$ cat src/rtl/pipeline_latealu_ctrl.sv
// pipeline_latealu_ctrl
// Arbitrates two shift requesters onto a shared one-cycle-latency shifter ALU,
// keeps destination/tag/source metadata aligned with the registered ALU result,
// and presents the result as a valid/ready writeback. While the writeback is
// stalled the ALU is driven with the hold opcode so its result stays put.
module pipeline_latealu_ctrl #(
    parameter int unsigned REG_W = 5,
    parameter int unsigned TAG_W = 4
) (
    input  logic             clk,
    input  logic             rst,
    input  logic             flush,

    input  logic             req0_valid,
    output logic             req0_ready,
    input  logic [1:0]       req0_op,
    input  logic [31:0]      req0_a0,
    input  logic [31:0]      req0_a1,
    input  logic [REG_W-1:0] req0_rd,
    input  logic [TAG_W-1:0] req0_tag,

    input  logic             req1_valid,
    output logic             req1_ready,
    input  logic [1:0]       req1_op,
    input  logic [31:0]      req1_a0,
    input  logic [31:0]      req1_a1,
    input  logic [REG_W-1:0] req1_rd,
    input  logic [TAG_W-1:0] req1_tag,

    output logic [5:0]       alu_op,
    output logic [31:0]      alu_a0,
    output logic [31:0]      alu_a1,
    input  logic [31:0]      alu_result,

    output logic             wb_valid,
    input  logic             wb_ready,
    output logic [31:0]      wb_data,
    output logic [REG_W-1:0] wb_rd,
    output logic [TAG_W-1:0] wb_tag,
    output logic             wb_src,

    output logic             busy_valid,
    output logic [REG_W-1:0] busy_rd
);

    localparam int unsigned DATA_W = 32;
    localparam int unsigned ALUOP_W = 6;

    localparam logic [1:0] REQ_MOV = 2'b00;
    localparam logic [1:0] REQ_SLL = 2'b01;
    localparam logic [1:0] REQ_SRL = 2'b10;
    localparam logic [1:0] REQ_SRA = 2'b11;

    localparam logic [ALUOP_W-1:0] ALU_HOLD = ALUOP_W'(0);
    localparam logic [ALUOP_W-1:0] ALU_SLL  = ALUOP_W'(1);
    localparam logic [ALUOP_W-1:0] ALU_SRL  = ALUOP_W'(2);
    localparam logic [ALUOP_W-1:0] ALU_SRA  = ALUOP_W'(3);

    typedef enum logic {
        ST_EMPTY = 1'b0,
        ST_PEND  = 1'b1
    } state_e;

    state_e             state_q, state_d;
    logic [REG_W-1:0]   rd_q, rd_d;
    logic [TAG_W-1:0]   tag_q, tag_d;
    logic               src_q, src_d;
    logic               last_grant_q, last_grant_d;

    logic               pend;
    logic               slot_free;
    logic               issue_ok;
    logic               grant;
    logic               issue;
    logic [1:0]         sel_op;
    logic [DATA_W-1:0]  sel_a0;
    logic [DATA_W-1:0]  sel_a1;
    logic [REG_W-1:0]   sel_rd;
    logic [TAG_W-1:0]   sel_tag;

    // Round-robin grant and issue qualification; a tie goes to the requester that did not win last.
    always_comb begin
        pend      = (state_q == ST_PEND);
        slot_free = !pend || wb_ready;
        issue_ok  = slot_free && !flush && !rst;
        grant     = 1'b0;
        if (req0_valid && req1_valid) begin
            grant = !last_grant_q;
        end else if (req1_valid) begin
            grant = 1'b1;
        end
        issue      = issue_ok && (req0_valid || req1_valid);
        req0_ready = issue && !grant;
        req1_ready = issue && grant;
        sel_op     = grant ? req1_op  : req0_op;
        sel_a0     = grant ? req1_a0  : req0_a0;
        sel_a1     = grant ? req1_a1  : req0_a1;
        sel_rd     = grant ? req1_rd  : req0_rd;
        sel_tag    = grant ? req1_tag : req0_tag;
    end

    // ALU drive: granted request's operands on issue, hold opcode with zero operands otherwise.
    always_comb begin
        alu_op = ALU_HOLD;
        alu_a0 = '0;
        alu_a1 = '0;
        if (issue) begin
            alu_a0 = sel_a0;
            alu_a1 = sel_a1;
            unique case (sel_op)
                REQ_MOV: begin
                    alu_op = ALU_SLL;
                    alu_a1 = '0;
                end
                REQ_SLL: alu_op = ALU_SLL;
                REQ_SRL: alu_op = ALU_SRL;
                REQ_SRA: alu_op = ALU_SRA;
                default: alu_op = ALU_HOLD;
            endcase
        end
    end

    // Writeback slot next state: flush kills, issue (re)loads, accept without issue empties.
    always_comb begin
        state_d      = state_q;
        rd_d         = rd_q;
        tag_d        = tag_q;
        src_d        = src_q;
        last_grant_d = last_grant_q;
        if (issue) begin
            rd_d         = sel_rd;
            tag_d        = sel_tag;
            src_d        = grant;
            last_grant_d = grant;
        end
        unique case (state_q)
            ST_EMPTY: begin
                if (issue) begin
                    state_d = ST_PEND;
                end
            end
            ST_PEND: begin
                if (flush) begin
                    state_d = ST_EMPTY;
                end else if (issue) begin
                    state_d = ST_PEND;
                end else if (wb_ready) begin
                    state_d = ST_EMPTY;
                end
            end
            default: state_d = ST_EMPTY;
        endcase
    end

    // State and metadata registers, synchronous reset.
    always_ff @(posedge clk) begin
        if (rst) begin
            state_q      <= ST_EMPTY;
            rd_q         <= '0;
            tag_q        <= '0;
            src_q        <= 1'b0;
            last_grant_q <= 1'b1;
        end else begin
            state_q      <= state_d;
            rd_q         <= rd_d;
            tag_q        <= tag_d;
            src_q        <= src_d;
            last_grant_q <= last_grant_d;
        end
    end

    assign wb_valid   = (state_q == ST_PEND);
    assign wb_data    = alu_result;
    assign wb_rd      = rd_q;
    assign wb_tag     = tag_q;
    assign wb_src     = src_q;
    assign busy_valid = wb_valid && (rd_q != '0);
    assign busy_rd    = rd_q;

endmodule

$ cat config.mk
export PLATFORM = sky130hd
export DESIGN_NAME = pipeline_latealu_ctrl
export DESIGN_NICKNAME = d
export VERILOG_FILES = /design/src/rtl/pipeline_latealu_ctrl.sv
export SDC_FILE = /design/constraint.sdc
export NUM_CORES = 1
export LEC_CHECK = 0
export CORE_AREA = 2 2 120 122
export DETAILED_ROUTE_END_ITERATION = 12
export DIE_AREA = 0 0 122 124
export GPL_TIMING_DRIVEN = 0
export HOLD_SLACK_MARGIN = 0.08
export PLACE_DENSITY = 0.63
export SETUP_SLACK_MARGIN = 0.5
export SLEW_MARGIN = 25
export SYNTH_ARGS = -nofsm -noshare
export SYNTH_HDL_FRONTEND = slang
export SYNTH_SLANG_ARGS = --single-unit
$ cat constraint.sdc
create_clock -name clk -period 1.55 [get_ports clk]
set_input_delay 0.31 -clock clk [delete_from_list [all_inputs] [get_ports clk]]
set_output_delay 0.31 -clock clk [all_outputs]
set_load 0.02 [all_outputs]
==> results.md <==
* Htree depth at 1
* Overflow after GRT at 0
* CP Max Fanout at 8
* CTS clk-pin slew, worst paths at 0.05 ns
* Die height at 124 um
* Total Die Area at 15130 sq um
* Kind of critical path: input pin to output pin
* Via density at 4.451
* Pwr Density at 411.4 nW/um^2
* Min Clock Period, post-route at 1.899 ns
* Final worst setup slack at -0.3489 ns
* Initial antenna violation count at 0
* Largest net degree at the start of global routing at 11
* Startpoint Class: input pin
* Asr flop ratio synth at 0%
* Share of the yosys chip area belonging to registers at 12.35%
* Per-cell routed wire length at 17.02 um
* CTS root buf: clkbuf_16
* CP required at 1.24 ns
* Worst clock skew at 0.001293 ns
* Detail Route Antenna Nets at 0
* Hold WC Path Type: input pin to flop
* Core area at 13720 sq um
* CP Cell Sequence: dlygate4sd2_1 -> or2_1 -> clkbuf_8 -> clkbuf_8 -> nand3_2 -> a21oi_4 -> buf_6
* Commonest non-fill, non-tap cells in the layout: 146 x clkdlybuf4s50_1, 95 x buf_6, 65 x a21oi_4, 64 x buf_4, 46 x nand2_1
* Max-slew violations at 0
* Routed vias at 3703
* Slowest stage delay, CP at 0.28 ns
* Fmax at 526.6 MHz
* Post-DP HPWL at 10560 um
* Rows at 43
* Distinct cell type count after synthesis at 29
* IO buf count at 272
* Dpl cell area at 5933 sq um
* Delay-heaviest family, CP: buffers and inverters
* Result of the run: finished with violations
* Most used DFF post-synth: dfxtp_1
* Most common cell after layout, fill and taps aside: clkdlybuf4s50_1
* Synth Register Bits at 12
* Peak supply drop at 353.2 uV
* Crit-path most repeated cell: clkbuf_8
* Max Cap Violations at 0
* RSZ-0062 raised after global routing: yes
* Placer congestion estimate at 0.7529
* Hold Buf Count CTS at 0
* Fin. Hold Viols at 0
* DRC Markers at 0
* Synthesized area per cell at 5.860 sq um
* Vias in the first global route at 3943
* Setup Total Neg Slack at -19.40 ns
* CP arrival at 1.59 ns
* Worst-Skew Late Latency at 0.24 ns
* Drt initial violations at 79
* Final Cycle Share at 122.5%
* First-pass GRT wire length at 20120 um
* Clk sinks at 12
* Final setup vio count at 69
* Post-synthesis cell area at 1946 sq um
* # nets final at 841
* Syn. warnings at 0
* CTS tree: built
* Area growth syn-to-layout at 276.4%
* Diode count at 0
* Fin area at 7323 sq um
* Violated checks: setup timing
* CTS max path bufs at 2
* Buf/Inv on CP at 4
* Gr usage total at 16.58%
* Total detailed-routing wirelength at 14160 um
* Num CTS Buffers at 3
* DRT Pass-1 Iters at 4
* Post-synth EDFFs at 0
* Mapped Cells at 332
* Setup crit end kind: output pin
* Die width at 122 um
* Static leakage at 0.002881 uW
* Share of layout cells above drive strength 1 at 60.12%
* Core Util, Final at 53.38%
* Worst path slowest cell: dlygate4sd2_1
* Initial Util at 14.18%
* I/O pins at 309
-- per-stage QoR --
stage	hold WS, ns	std cells	power, uW	setup slack [ns]
2_1_floorplan	0.4148	335	1260	0.1414
3_3_place_gp	0.4475	787	2064	-1.289
3_5_place_dp	0.4647	787	2089	-1.310
4_1_cts	0.3498	824	2890	-0.3610
5_1_grt	0.3581	832	3153	-0.3998
6_report	0.3495	832	3013	-0.3489
-- cells by family after synthesis --
family                 after synthesis  synth area share [%]
AO/OA/AOI/OAI                       90                 27.72
buffers and inverters               76                 24.50
flip-flops                          12                 12.35
other                                1                0.1927
AND/OR/NAND/NOR                    153                 35.24
-- layout make-up --
cell class                 instances  area, sq um
tap                              180        225.2
multi-input combinational        247         2591
inverter                           2        7.507
clock buffer                       4        88.84
sequential                        12        266.5
buffer                            74        932.1
timing repair buffer             313         3212
fill                            1228         6396
-- state kept, by name (all words and copies together) (netlist names) --
register,cells
busy_rd,5
last_grant_q,1
wb_src,1
wb_tag,4
wb_valid,1
-- power breakdown --
| group | leakage (uW) | internal [uW] | switching, uW |
|---|---|---|---|
| logic | 0.00273 | 1150 | 957 |
| clock network | 0.0000442 | 391 | 147 |
| registers | 0.000104 | 341 | 29.9 |
-- what timing repair did --
| action | in CTS | in global routing |
|---|---|---|
| endpoints found under the setup margin | 129 | 96 |
| pin swaps | 15 | 12 |
| setup buffers | 24 | 7 |
| cloned | 9 | 1 |
| gates resized for setup | 669 | 79 |
-- worst register-to-register path: stages, from the launching register on --
cell      delay (ns)
dfxtp_4         0.35
nand2b_4        0.07
buf_6           0.12
buf_6           0.10
buf_6           0.11
and2_4          0.13
buf_8           0.11
a221o_1         0.31
-- cell usage after synthesis (2+ instances only) --
library cell / instances / share of area [%]
buf_4: 46 / 18
a22oi_1: 9 / 3.5
o32ai_1: 9 / 4.1
nor3b_1: 2 / 0.77
nor2_1: 2 / 0.39
a21oi_1: 65 / 17
nand2_1: 75 / 14
or2_1: 2 / 0.64
clkbuf_1: 13 / 2.5
buf_2: 15 / 3.9
nand3_1: 65 / 17
dfxtp_1: 12 / 12
-- metal layers --
| layer | global-route usage, % | wire (um) | part of all wire (%) |
|---|---|---|---|
| met4 | 1.724 | 87 | 0.61 |
| met3 | 3.709 | 1173 | 8.3 |
| met1 | 16.87 | 5065 | 36 |
| met5 | 0 | 0 | 0 |
| met2 | 34.92 | 7831 | 55 |
-- path summary, 6_finish.rpt --
path	startpoint	cells after the start	slack [ns]	to
worst min-delay path	rst	2	0.35	last_grant_q
worst max-delay path	req1_op[1]	7	-0.35	alu_a1[22]
worst min register to register	wb_tag[2]	2	0.47	wb_tag[2]
worst max register to register	wb_valid	7	0.13	last_grant_q
No activity file was read; power rests on OpenSTA's default activity.
